**src/rtl/div.sv**
```systemverilog
// Multi-cycle 32-bit restoring radix-2 divider for DIV/DIVU with sign
// pre/post-correction, divide-by-zero shortcut and in-flight annul.
module div (
  input  logic        clk,
  input  logic        rst,
  input  logic        signed_div_i,
  input  logic [31:0] opdata1_i,
  input  logic [31:0] opdata2_i,
  input  logic        start_i,
  input  logic        annul_i,
  output logic [63:0] result_o,
  output logic        ready_o
);

  localparam int DATA_W = 32;

  typedef enum logic [1:0] {ST_FREE, ST_BYZERO, ST_ON, ST_END} state_t;

  state_t              state;
  state_t              state_nxt;
  logic [5:0]          cnt;
  logic [DATA_W-1:0]   rem;
  logic [DATA_W-1:0]   quo;
  logic [DATA_W-1:0]   dvsr;
  logic                neg_quo;
  logic                neg_rem;
  logic                accept;
  logic                iterate;
  logic [DATA_W:0]     shifted;
  logic [DATA_W:0]     diff;

  function automatic logic [DATA_W-1:0] magnitude(input logic signed [DATA_W-1:0] v,
                                                  input logic is_signed);
    if (is_signed && (v < 0)) return -v;
    return v;
  endfunction

  function automatic logic [DATA_W-1:0] cond_neg(input logic [DATA_W-1:0] v,
                                                 input logic neg);
    return neg ? -v : v;
  endfunction

  assign accept  = (state == ST_FREE) && start_i && !annul_i && (opdata2_i != '0);
  assign iterate = (state == ST_ON) && !annul_i && (cnt != 6'd32);

  // Restoring step: bring in the next dividend bit, trial-subtract the divisor.
  // The remainder is always below the divisor, so the shifted value fits in 33 bits.
  assign shifted = {rem, quo[DATA_W-1]};
  assign diff    = shifted - {1'b0, dvsr};

  always_comb begin
    state_nxt = state;
    case (state)
      ST_FREE: begin
        if (start_i && !annul_i) begin
          state_nxt = (opdata2_i == '0) ? ST_BYZERO : ST_ON;
        end
      end
      ST_BYZERO: state_nxt = ST_END;
      ST_ON: begin
        if (annul_i)             state_nxt = ST_FREE;
        else if (cnt == 6'd32)   state_nxt = ST_END;
      end
      ST_END: begin
        if (!start_i) state_nxt = ST_FREE;
      end
      default: state_nxt = ST_FREE;
    endcase
  end

  always_ff @(posedge clk) begin
    if (rst) begin
      state    <= ST_FREE;
      cnt      <= '0;
      ready_o  <= 1'b0;
      result_o <= '0;
    end else begin
      state <= state_nxt;
      case (state)
        ST_FREE: begin
          cnt      <= '0;
          ready_o  <= 1'b0;
          result_o <= '0;
        end
        ST_BYZERO: begin
          ready_o  <= 1'b1;
          result_o <= '0;
        end
        ST_ON: begin
          if (annul_i) begin
            cnt <= '0;
          end else if (cnt == 6'd32) begin
            ready_o  <= 1'b1;
            result_o <= {cond_neg(rem, neg_rem), cond_neg(quo, neg_quo)};
          end else begin
            cnt <= cnt + 6'd1;
          end
        end
        ST_END: begin
          if (!start_i) begin
            ready_o  <= 1'b0;
            result_o <= '0;
          end
        end
        default: ;
      endcase
    end
  end

  // Operand capture at accept, then one quotient bit per cycle, MSB first.
  always_ff @(posedge clk) begin
    if (accept) begin
      dvsr    <= magnitude(opdata2_i, signed_div_i);
      quo     <= magnitude(opdata1_i, signed_div_i);
      rem     <= '0;
      neg_quo <= signed_div_i & (opdata1_i[DATA_W-1] ^ opdata2_i[DATA_W-1]);
      neg_rem <= signed_div_i & opdata1_i[DATA_W-1];
    end else if (iterate) begin
      rem <= diff[DATA_W] ? shifted[DATA_W-1:0] : diff[DATA_W-1:0];
      quo <= {quo[DATA_W-2:0], ~diff[DATA_W]};
    end
  end

endmodule

```
**config.mk**
```make
export PLATFORM = sky130hd
export DESIGN_NAME = div
export DESIGN_NICKNAME = d
export VERILOG_FILES = /design/src/rtl/div.sv
export SDC_FILE = /design/constraint.sdc
export NUM_CORES = 1
export LEC_CHECK = 0
export CAP_MARGIN = 10
export CORE_MARGIN = 2
export CORE_UTILIZATION = 57
export CTS_CLUSTER_SIZE = 8
export DETAILED_ROUTE_END_ITERATION = 16
export PLACE_DENSITY_LB_ADDON = 0.2
export REMOVE_ABC_BUFFERS = 1
export SYNTH_ARGS = -nofsm -noshare
export SYNTH_HDL_FRONTEND = slang
export SYNTH_SLANG_ARGS = --single-unit
```
**constraint.sdc**
```tcl
create_clock -name clk -period 4.8 [get_ports clk]
set_clock_uncertainty 0.15 [all_clocks]
set_input_delay 0.48 -clock clk [delete_from_list [all_inputs] [get_ports clk]]
set_output_delay 0.48 -clock clk [all_outputs]
set_load 0.01 [all_outputs]
```
After elaboration in Yosys (flattened, before gate mapping)
Cells that the tools add are included.

storage, ports and cells
  register bits after elaboration = 171
  output and inout bits = 65
  logic and storage cells = 80

operators by class
  add/subtract/negate cells = 6
  $lt $le $gt $ge = 2
  equal/unequal tests = 11
  mux-type cells = 30
  bitwise logic cells = 4
  reduce and logical (&&, ||, !) cells = 18

operator list
  cell                                                                           count
  32-bit two-way mux                                                             9
  64-bit two-way mux                                                             3
  64-bit one-hot mux with 3 select lines                                         1
  32-bit negator                                                                 4
  32-bit by 1-bit less-than comparator with 1-bit output, second input constant  2
  33-bit by 32-bit subtractor with 33-bit output                                 1
  32-bit logical NOT                                                             1
  32-bit nonzero test                                                            1
  6-bit two-way mux                                                              2
  6-bit one-hot mux with 2 select lines                                          1
  2-bit two-way mux                                                              5
  1-bit logical AND                                                              8
  2-bit one-hot mux with 4 select lines                                          1
  1-bit two-way mux                                                              7
  6-bit by 1-bit adder with 6-bit output, second input constant                  1
  6-bit == test, second input constant                                           1
  6-bit != test, second input constant                                           1
  3-bit AND reduction                                                            2
  2-bit == test, second input constant                                           2
  2-bit by 1-bit != test with 1-bit output, second input constant                2
  2-bit != test, second input constant                                           2
  1-bit one-hot mux with 4 select lines                                          1
  2-bit nonzero test                                                             2
  3-bit by 2-bit != test with 1-bit output, second input constant                1
  9 further kinds                                                                10

Depth between registers and ports, before layout
Gate-level depths: netlist of the first run.

  word-level depth = 7
  gate-level depth with buffers = 13

Worst setup path before layout of the first run
No wires, ideal clock.

  kind = register to register
  start point = register quo[31]
  end point = register rem[4]
  setup time = 0.129 ns
  arrival time = 3.386 ns
  slack = 1.135 ns
  stages on the path, launching flop included = 14
  path buffers = 1
  clock period less this slack = 3.665 ns
  cell sequence = edfxtp_1 > inv_1 > ha_1 > fa_1 > nor2b_1 > o31a_1 > o21ai_1 > o41a_1 > o31ai_1 > o221ai_2 > xnor2_2 > buf_4 > mux2i_1 > o21ai_0

between the ends
  word-level cells in the longest chain between the ends = 2

RTL lines
  element                                         line  source
  from (decl)                                     23    logic [DATA_W-1:0] quo;
  from (signal assigned)                          114   quo <= magnitude(opdata1_i, signed_div_i);
  from (signal assigned)                          120   quo <= {quo[DATA_W-2:0], ~diff[DATA_W]};
  33-bit by 32-bit subtractor with 33-bit output  49    assign diff = shifted - {1'b0, dvsr};
  32-bit two-way mux                              119   rem <= diff[DATA_W] ? shifted[DATA_W-1:0] : diff[DATA_W-1:0];
  to (signal assigned)                            119
  to (decl)                                       22    logic [DATA_W-1:0] rem;

No other way between the ends.
A chain may end at the register's enable or synchronous reset.

Worst setup path after layout of the first run
  start point = register quo[31]
  end point = register rem[1]

The elaborated chain is that of the path after synthesis.

==> results of run 1 <==
[where the power goes]
group          switching, mW  internal (mW)  total, mW
sequential             0.433           1.94       2.38
combinational           2.07           1.56       3.63
clock                  0.582          0.759       1.34
total                   3.09           4.26       7.35
[Yosys cell counts (all sizes together) (3+ instances only)]
library cell	count	area, sq um
a211oi	4	30.0
a21o	6	45.0
a21oi	76	380
a22oi	29	218
a31oi	9	56.3
and2	8	50.1
and3	5	31.3
buf	4	22.5
clkbuf	55	206
dfxtp	105	2100
edfxtp	66	1980
ha	42	526
inv	59	221
mux2	3	33.8
mux2i	28	280
nand2	158	593
nand2b	12	82.6
nand3	36	180
nand4	7	43.8
nor2	109	409
nor2b	4	25.0
nor3	14	70.1
nor3b	3	22.5
nor4	11	68.8
o211ai	5	37.5
o21a	5	37.5
o21ai	131	659
o21bai	4	30.0
o31a	3	26.3
o31ai	28	229
o32ai	3	26.3
o41ai	12	105
or2	3	18.8
or3	23	154
or4	13	105
xnor2	99	875
xor2	52	455
[worst min-delay path, stage by stage (launching register included)]
cell                      delay, ps
sky130_fd_sc_hd__dfxtp_1        310
sky130_fd_sc_hd__nand2_1         50
sky130_fd_sc_hd__a21oi_1         50
[flip-flops by register name, summed over array words and instances (netlist names)]
register  count
rem          32
neg_rem       1
ready_o       1
result_o     64
cnt           6
dvsr         32
state         2
quo          32
neg_quo       1
[placed cells by master, fill, tap and decap left out, types with 4 or more instances in the layout]
master,n
sky130_fd_sc_hd__nor3_1,14
sky130_fd_sc_hd__o21ai_1,6
sky130_fd_sc_hd__o211ai_1,5
sky130_fd_sc_hd__nor2_1,108
sky130_fd_sc_hd__xnor2_1,98
sky130_fd_sc_hd__xor2_1,52
sky130_fd_sc_hd__or3_1,21
sky130_fd_sc_hd__inv_1,58
sky130_fd_sc_hd__o21a_1,5
sky130_fd_sc_hd__edfxtp_1,66
sky130_fd_sc_hd__o21ai_0,123
sky130_fd_sc_hd__clkinv_2,4
sky130_fd_sc_hd__o41ai_1,12
sky130_fd_sc_hd__clkbuf_16,18
sky130_fd_sc_hd__nand3_1,36
sky130_fd_sc_hd__o21bai_1,4
sky130_fd_sc_hd__nand4_1,7
sky130_fd_sc_hd__a21o_1,6
sky130_fd_sc_hd__a211oi_1,4
sky130_fd_sc_hd__a31oi_1,9
sky130_fd_sc_hd__mux2i_1,28
sky130_fd_sc_hd__or4_1,11
sky130_fd_sc_hd__a21oi_1,76
sky130_fd_sc_hd__and2_1,6
sky130_fd_sc_hd__o31ai_1,26
sky130_fd_sc_hd__clkdlybuf4s50_1,132
sky130_fd_sc_hd__a22oi_1,29
sky130_fd_sc_hd__ha_1,42
sky130_fd_sc_hd__nand2_1,158
sky130_fd_sc_hd__and3_1,5
sky130_fd_sc_hd__nor4_1,11
sky130_fd_sc_hd__nor2b_1,4
sky130_fd_sc_hd__buf_4,15
sky130_fd_sc_hd__dfxtp_1,105
sky130_fd_sc_hd__nand2b_1,11
[cells by family after synthesis]
group	Yosys count	synth area share, %
AOI/OAI and AO/OA	331	19.1
DFF	171	38.4
xor gates and xnor gates	151	12.5
and+or+nand+nor	409	17.7
muxes	31	2.95
adders and majority gates	43	5.13
buffers and inverters	118	4.24
[per-layer routing]
| metal | wire (microns) | vias up | GRT usage, % |
|---|---|---|---|
| met5 | 0 | - | 0 |
| met1 | 12500 | 4576 | 38.2 |
| met3 | 1680 | 48 | 4.08 |
| met4 | 717 | 0 | 9.68 |
| li1 | - | 4668 | - |
| met2 | 13000 | 351 | 45.7 |
[cell type report]
class / count / share of cell area, %
Clock inverter: 10 / 0.707
Tap cell: 229 / 2.25
Multi-Input combinational cell: 965 / 48.1
Sequential cell: 171 / 32.1
Timing Repair Buffer: 149 / 11.5
Inverter: 59 / 1.74
Clock buffer: 22 / 3.73
[worst paths after layout]
path / startpoint / endpoint / slack (ps) / depth (start not counted)
setup reg to reg: quo[31]$_DFFE_PP_ / rem[1]$_SDFFE_PP0P_ / 950 / 13
setup / recovery: quo[31]$_DFFE_PP_ / rem[1]$_SDFFE_PP0P_ / 950 / 13
hold / removal: result_o[37]$_SDFFE_PP0P_ / result_o[37]$_SDFFE_PP0P_ / 300 / 2
hold reg to reg: result_o[37]$_SDFFE_PP0P_ / result_o[37]$_SDFFE_PP0P_ / 300 / 2
==> report_table.html, run 1 <==
<table>
<tr><th>Metric</th><th>Value</th></tr>
<tr><th colspan="2">Run status</th></tr>
<tr><td>Run status</td><td>finished, final reports clean</td></tr>
<tr><th colspan="2">Final layout</th></tr>
<tr><td>Fillcell total</td><td>1522</td></tr>
<tr><td>Synthesis-to-layout area growth</td><td>19.8%</td></tr>
<tr><td>Final Instance Area</td><td>12700 sq um</td></tr>
<tr><td>Final core area utilization</td><td>70.2%</td></tr>
<tr><td>Share of layout cells above drive strength 1</td><td>4.72%</td></tr>
<tr><td>Number of nets in the final layout</td><td>1475</td></tr>
<tr><td>Area of combinational cells with multiple inputs</td><td>6120 sq um</td></tr>
<tr><td>Number of antenna cells inserted</td><td>0</td></tr>
<tr><td>Sequential cell area</td><td>4080 sq um</td></tr>
<tr><td>Non-filler cells in the finished layout</td><td>1605</td></tr>
<tr><th colspan="2">Setup path</th></tr>
<tr><td>Critical path buffers and inverters</td><td>2</td></tr>
<tr><td>CP max-delay cell</td><td>sky130_fd_sc_hd__o41a_1</td></tr>
<tr><td>Critical path launch point type</td><td>flop</td></tr>
<tr><td>Kind of critical path</td><td>flop to flop</td></tr>
<tr><td>Required arrival time at the worst endpoint</td><td>4980 ps</td></tr>
<tr><td>Cell-by-cell trace of the critical path</td><td>inv_1 -&gt; ha_1 -&gt; fa_1 -&gt; nor2b_1 -&gt; o31a_1 -&gt; o21ai_1 -&gt; o41a_1 -&gt; o31ai_1 -&gt; o221ai_2 -&gt; xnor2_4 -&gt; buf_12 -&gt; nor2_1 -&gt; o32ai_1</td></tr>
<tr><td>Worst Setup End Kind</td><td>flop</td></tr>
<tr><td>CP Max Fanout</td><td>28</td></tr>
<tr><td>Crit path DAT</td><td>4020 ps</td></tr>
<tr><td>Stage delay of the slowest cell on the critical path</td><td>510 ps</td></tr>
<tr><td>Critical path's top delay family</td><td>compound AO/OA/AOI/OAI gates</td></tr>
<tr><th colspan="2">Global routing</th></tr>
<tr><td>Gr ovfl total</td><td>0</td></tr>
<tr><td>Global-route wire length before repair</td><td>44400 microns</td></tr>
<tr><td>Antenna violations before repair</td><td>0</td></tr>
<tr><td>Overall track demand over capacity in global routing</td><td>27.9%</td></tr>
<tr><td>Largest net degree at the start of global routing</td><td>52</td></tr>
<tr><td>Number of global-route vias before repair</td><td>8921</td></tr>
<tr><th colspan="2">Clock tree</th></tr>
<tr><td>CTS Buf Count</td><td>17</td></tr>
<tr><td>Post-CTS Setup Inserts</td><td>0</td></tr>
<tr><td>Clock sink total</td><td>171</td></tr>
<tr><td>CTS resizes</td><td>0</td></tr>
<tr><td>Clk pin slew, worst setup/hold paths</td><td>60 ps</td></tr>
<tr><td>Clock latency at the later pin of the worst-skew pair</td><td>430 ps</td></tr>
<tr><td>CTS Buffer Depth</td><td>2</td></tr>
<tr><td>CTS H-tree lvls</td><td>4</td></tr>
<tr><td>Hold buffer count at CTS</td><td>0</td></tr>
<tr><td>Root Driver</td><td>sky130_fd_sc_hd__clkbuf_16</td></tr>
<tr><td>TritonCTS clock tree</td><td>yes</td></tr>
<tr><th colspan="2">Route</th></tr>
<tr><td>Drt drc</td><td>0</td></tr>
<tr><td>Post-detailed-routing wire length</td><td>27800 microns</td></tr>
<tr><td>1st-pass router iterations</td><td>6</td></tr>
<tr><td>Via count</td><td>9643</td></tr>
<tr><td>Starting DRT DRC Count</td><td>911</td></tr>
<tr><td>Wire length per cell after detailed routing</td><td>17.3 microns</td></tr>
<tr><td>Antenna Violating Nets Remaining</td><td>0</td></tr>
<tr><td>Vias per cell</td><td>6.01</td></tr>
<tr><th colspan="2">Placed design</th></tr>
<tr><td>Placer Congestion</td><td>0.944</td></tr>
<tr><td>Number of port buffers</td><td>133</td></tr>
<tr><td>Cell area reported after detailed placement</td><td>12200 sq um</td></tr>
<tr><td>Placed Instances</td><td>1573</td></tr>
<tr><td>HPWL after DPL</td><td>20300 microns</td></tr>
<tr><td>Worst slack after detailed placement</td><td>809 ps</td></tr>
<tr><th colspan="2">Power</th></tr>
<tr><td>Max IR drop VDD</td><td>0.000390 V</td></tr>
<tr><td>Reported leakage power</td><td>4.83 nW</td></tr>
<tr><td>Total power consumption of the routed design</td><td>7.35 mW</td></tr>
<tr><td>Total power density per cell area</td><td>577 nW/um^2</td></tr>
<tr><th colspan="2">STA</th></tr>
<tr><td>Period Utilization, post-route</td><td>80.2%</td></tr>
<tr><td>Max Freq</td><td>0.260 GHz</td></tr>
<tr><td>Setup repair after global routing missed its margin</td><td>no</td></tr>
<tr><td>Setup TNS</td><td>0 ps</td></tr>
<tr><td>Worst Max-Slew Pin Slew</td><td>1080 ps</td></tr>
<tr><td>Worst hold slack</td><td>298 ps</td></tr>
<tr><td>Number of endpoints failing setup at the final stage</td><td>0</td></tr>
<tr><td>Max-Slew Margin vs Limit</td><td>28.2%</td></tr>
<tr><td>Smallest setup slack after layout</td><td>953 ps</td></tr>
<tr><td>Count of final hold-check violations</td><td>0</td></tr>
<tr><td>Final max-slew violation count</td><td>0</td></tr>
<tr><td>Final min period</td><td>3850 ps</td></tr>
<tr><th colspan="2">Die</th></tr>
<tr><td>X dimension of the die</td><td>141 microns</td></tr>
<tr><td>Number of core rows</td><td>49</td></tr>
<tr><td>Initial core utilization</td><td>58.6%</td></tr>
<tr><td>Count of pins on the block boundary</td><td>134</td></tr>
<tr><td>Area of the core region</td><td>18100 sq um</td></tr>
<tr><td>Die ar.</td><td>19800 sq um</td></tr>
<tr><td>Chip height</td><td>141 microns</td></tr>
<tr><th colspan="2">Logic synthesis</th></tr>
<tr><td>Proportion of synthesized chip area in sequential cells</td><td>38.4%</td></tr>
<tr><td>Most used DFF post-synth</td><td>sky130_fd_sc_hd__dfxtp_1</td></tr>
<tr><td>Count of mapped cells out of synthesis</td><td>1254</td></tr>
<tr><td>Number of flops mapped to enable cells by yosys</td><td>66</td></tr>
<tr><td>Register bit total from synthesis</td><td>171</td></tr>
<tr><td>Post-Syn Area</td><td>10600 sq um</td></tr>
<tr><td>Post-Syn Area per Cell</td><td>8.48 sq um</td></tr>
<tr><td>Ys Warns</td><td>0</td></tr>
<tr><td>Number of distinct library cell variants in the gate-level netlist after synthesis</td><td>64</td></tr>
<tr><td>Ys async rst share</td><td>0%</td></tr>
<tr><th colspan="2">Job</th></tr>
<tr><td>Number of max-capacitance violations reported</td><td>0</td></tr>
<tr><th colspan="2">Min path</th></tr>
<tr><td>Path type of the worst min-delay path</td><td>flop to flop</td></tr>
</table>
Note: power is estimated with default switching activity, not from simulation.
==> run 2, diff against run 1 <==
Settings changed: CORE_UTILIZATION 57 to 51.
Clock period 4.8 ns to 3.1 ns, I/O delays scaled along.
==> run 2 against run 1 <==
The run now ends with negative setup slack left. Clock power up 74%. Routed wire length up 11%. Design area grew 16%. Largest power group unchanged. Core utilization is 2.4 points higher. Setup slack got worse by 1200 ps. Highest routed layer unchanged. Clock-buffer cell count is 1 higher. Via count is 7.2% higher.
==> report_table.html, run 2 (synthesized netlist as in run 1, its figures left out) <==
<table>
<tr><th>Metric</th><th>Value</th></tr>
<tr><th colspan="2">STA</th></tr>
<tr><td>Final max-slew violation count</td><td>0</td></tr>
<tr><td>Setup repair after global routing missed its margin</td><td>yes</td></tr>
<tr><td>Period Utilization, post-route</td><td>108%</td></tr>
<tr><td>Smallest setup slack after layout</td><td>-243 ps</td></tr>
<tr><td>Max-Slew Margin vs Limit</td><td>34.2%</td></tr>
<tr><td>Final min period</td><td>3340 ps</td></tr>
<tr><td>Worst Max-Slew Pin Slew</td><td>987 ps</td></tr>
<tr><td>Max Freq</td><td>0.299 GHz</td></tr>
<tr><td>Count of final hold-check violations</td><td>0</td></tr>
<tr><td>Setup TNS</td><td>-6680 ps</td></tr>
<tr><td>Number of endpoints failing setup at the final stage</td><td>42</td></tr>
<tr><th colspan="2">Placed design</th></tr>
<tr><td>Cell area reported after detailed placement</td><td>13700 sq um</td></tr>
<tr><td>Number of port buffers</td><td>133</td></tr>
<tr><td>HPWL after DPL</td><td>22800 microns</td></tr>
<tr><td>Placer Congestion</td><td>0.915</td></tr>
<tr><th colspan="2">Die</th></tr>
<tr><td>X dimension of the die</td><td>148 microns</td></tr>
<tr><td>Initial core utilization</td><td>52.2%</td></tr>
<tr><td>Area of the core region</td><td>20400 sq um</td></tr>
<tr><td>Number of core rows</td><td>52</td></tr>
<tr><td>Die ar.</td><td>22000 sq um</td></tr>
<tr><td>Chip height</td><td>148 microns</td></tr>
<tr><td>Count of pins on the block boundary</td><td>134</td></tr>
<tr><th colspan="2">Final layout</th></tr>
<tr><td>Most common library cell in the layout ignoring fill and taps</td><td>sky130_fd_sc_hd__buf_4</td></tr>
<tr><td>Share of layout cells above drive strength 1</td><td>19.6%</td></tr>
<tr><td>Synthesis-to-layout area growth</td><td>39.0%</td></tr>
<tr><td>Number of antenna cells inserted</td><td>0</td></tr>
<tr><td>Max reg flops</td><td>64</td></tr>
<tr><td>Register containing the most flip-flops in the final layout</td><td>result_o</td></tr>
<tr><td>Commonest cells after routing, fill and taps aside</td><td>205 x sky130_fd_sc_hd__buf_4, 155 x sky130_fd_sc_hd__nand2_1, 129 x sky130_fd_sc_hd__clkdlybuf4s50_1</td></tr>
<tr><td>Final Instance Area</td><td>14800 sq um</td></tr>
<tr><td>Number of nets in the final layout</td><td>1678</td></tr>
<tr><th colspan="2">Route</th></tr>
<tr><td>1st-pass router iterations</td><td>5</td></tr>
<tr><td>Antenna Violating Nets Remaining</td><td>0</td></tr>
<tr><td>Drt drc</td><td>0</td></tr>
<tr><td>Via count</td><td>10.3k</td></tr>
<tr><td>Vias per cell</td><td>5.59</td></tr>
<tr><td>Starting DRT DRC Count</td><td>681</td></tr>
<tr><td>Post-detailed-routing wire length</td><td>30900 microns</td></tr>
<tr><td>Sum of met2 wire segment lengths after detailed routing</td><td>14900 microns</td></tr>
<tr><td>WL met3</td><td>1450 microns</td></tr>
<tr><td>Total routed wire length on the met1 layer</td><td>14100 microns</td></tr>
<tr><td>Wire length per cell after detailed routing</td><td>16.7 microns</td></tr>
<tr><td>Highest routed layer</td><td>met4</td></tr>
<tr><th colspan="2">Clock tree</th></tr>
<tr><td>TritonCTS clock tree</td><td>yes</td></tr>
<tr><td>Root Driver</td><td>sky130_fd_sc_hd__clkbuf_16</td></tr>
<tr><td>Clock sink total</td><td>171</td></tr>
<tr><td>Hold buffer count at CTS</td><td>0</td></tr>
<tr><td>Clock latency at the later pin of the worst-skew pair</td><td>440 ps</td></tr>
<tr><td>Clk pin slew, worst setup/hold paths</td><td>70 ps</td></tr>
<tr><td>CTS Buffer Depth</td><td>2</td></tr>
<tr><td>CTS Buf Count</td><td>17</td></tr>
<tr><td>CTS H-tree lvls</td><td>4</td></tr>
<tr><th colspan="2">Global routing</th></tr>
<tr><td>Gr ovfl total</td><td>0</td></tr>
<tr><td>Number of global-route vias before repair</td><td>9587</td></tr>
<tr><td>Global-route wire length before repair</td><td>48500 microns</td></tr>
<tr><td>Antenna violations before repair</td><td>0</td></tr>
<tr><td>Overall track demand over capacity in global routing</td><td>27.8%</td></tr>
<tr><td>Largest net degree at the start of global routing</td><td>46</td></tr>
<tr><th colspan="2">Setup path</th></tr>
<tr><td>CP max-delay cell</td><td>sky130_fd_sc_hd__or4_4</td></tr>
<tr><td>CP Max Fanout</td><td>3</td></tr>
<tr><td>Critical path launch point type</td><td>flop</td></tr>
<tr><td>Reg2Reg Setup Slack</td><td>-240 ps</td></tr>
<tr><td>Critical path's top delay family</td><td>simple AND/OR/NAND/NOR gates</td></tr>
<tr><td>Stage delay of the slowest cell on the critical path</td><td>560 ps</td></tr>
<tr><td>Critical Path Most Common Cell</td><td>sky130_fd_sc_hd__or3_4</td></tr>
<tr><td>Kind of critical path</td><td>flop to flop</td></tr>
<tr><td>Required arrival time at the worst endpoint</td><td>3270 ps</td></tr>
<tr><td>Critical path buffers and inverters</td><td>0</td></tr>
<tr><td>Cell-by-cell trace of the critical path</td><td>or4_4 -&gt; or3_4 -&gt; or4_4 -&gt; or3_4 -&gt; or3_4 -&gt; nand2b_4 -&gt; o31ai_4 -&gt; xnor2_1 -&gt; o21ai_2</td></tr>
<tr><td>Worst Setup End Kind</td><td>flop</td></tr>
<tr><td>Crit path DAT</td><td>3520 ps</td></tr>
<tr><th colspan="2">Job</th></tr>
<tr><td>Number of max-capacitance violations reported</td><td>0</td></tr>
<tr><th colspan="2">Power</th></tr>
<tr><td>Total power density per cell area</td><td>897 nW/um^2</td></tr>
<tr><td>Total power consumption of the routed design</td><td>13.3 mW</td></tr>
<tr><td>Reported leakage power</td><td>6.01 nW</td></tr>
<tr><td>Max IR drop VDD</td><td>0.000538 V</td></tr>
<tr><th colspan="2">Run status</th></tr>
<tr><td>Run status</td><td>finished with violations</td></tr>
<tr><td>Failing checks</td><td>negative setup slack</td></tr>
<tr><th colspan="2">Min path</th></tr>
<tr><td>Path type of the worst min-delay path</td><td>input port to flop</td></tr>
</table>
[run 2: changes by cell type in the layout (fill, tap and decap cells not counted), sizes merged]
cell / delta
buf: +202
clkinvlp: -1
clkdlybuf4s50: -3
clkinv: -5
bufinv: +1
dlymetal6s2s: +3
inv: +4
clkbuf: +2
[run 2: final cells by class]
class	instances	area [sq um]
clock buffer	23	522
clock inverter	9	119
fill	1560	5590
inverter	59	221
multi-input combinational	965	6390
sequential	171	4080
tap	270	338
timing repair buffer	352	3100
[run 2: worst reg2reg max path: stages, from the launching register on]
cell	delay, ps
sky130_fd_sc_hd__edfxtp_1	390
sky130_fd_sc_hd__or4_4	560
sky130_fd_sc_hd__or3_4	340
sky130_fd_sc_hd__or4_4	450
sky130_fd_sc_hd__or3_4	360
sky130_fd_sc_hd__or3_4	340
sky130_fd_sc_hd__nand2b_4	180
sky130_fd_sc_hd__o31ai_4	230
sky130_fd_sc_hd__xnor2_1	170
sky130_fd_sc_hd__o21ai_2	60
[run 2: final timing paths]
| check | from | to | cells past startpoint |
|---|---|---|---|
| worst max-delay path | quo[6]$_DFFE_PP_ | result_o[31]$_SDFFE_PP0P_ | 9 |
| worst min-delay path | rst | result_o[47]$_SDFFE_PP0P_ | 2 |
| worst max register to register | quo[6]$_DFFE_PP_ | result_o[31]$_SDFFE_PP0P_ | 9 |
| worst min register to register | result_o[2]$_SDFFE_PP0P_ | result_o[2]$_SDFFE_PP0P_ | 2 |
[run 2: routing by layer]
metal  up-vias  global-route usage [%]
met3        41                    3.44
met4         0                    7.10
met5         -                       0
met2       298                    46.9
li1       5082                       -
met1      4916                    37.9
[run 2: report_power, final]
group / total (mW) / internal, mW / switching [mW]
Clock: 2.33 / 1.37 / 0.957
Combinational: 7.40 / 3.56 / 3.84
Sequential: 3.52 / 3.00 / 0.517
Total: 13.3 / 7.94 / 5.32
[run 2: what timing repair did]
| action | CTS | global route |
|---|---|---|
| endpoints found under the setup margin | 45 | 56 |
| hold endpoints to repair | 0 | 0 |
| gates resized for setup | 46 | 51 |
| pin swaps | 19 | 17 |
| cloned | 1 | 1 |
| buffers inserted | 8 | 6 |
[run 2: metrics by stage]
stage | instances | setup WS (ps) | hold WS, ps | utilization, %
detailed placement | 1801 | -509 | 293 | 67.2
global route | 1849 | -355 | 90.0 | 72.6
CTS | 1842 | -199 | 86.2 | 71.5
finish | 1849 | -243 | 99.8 | 72.6
global placement | 1801 | -470 | 286 | 67.2
floorplan | 1195 | -2780 | 229 | -
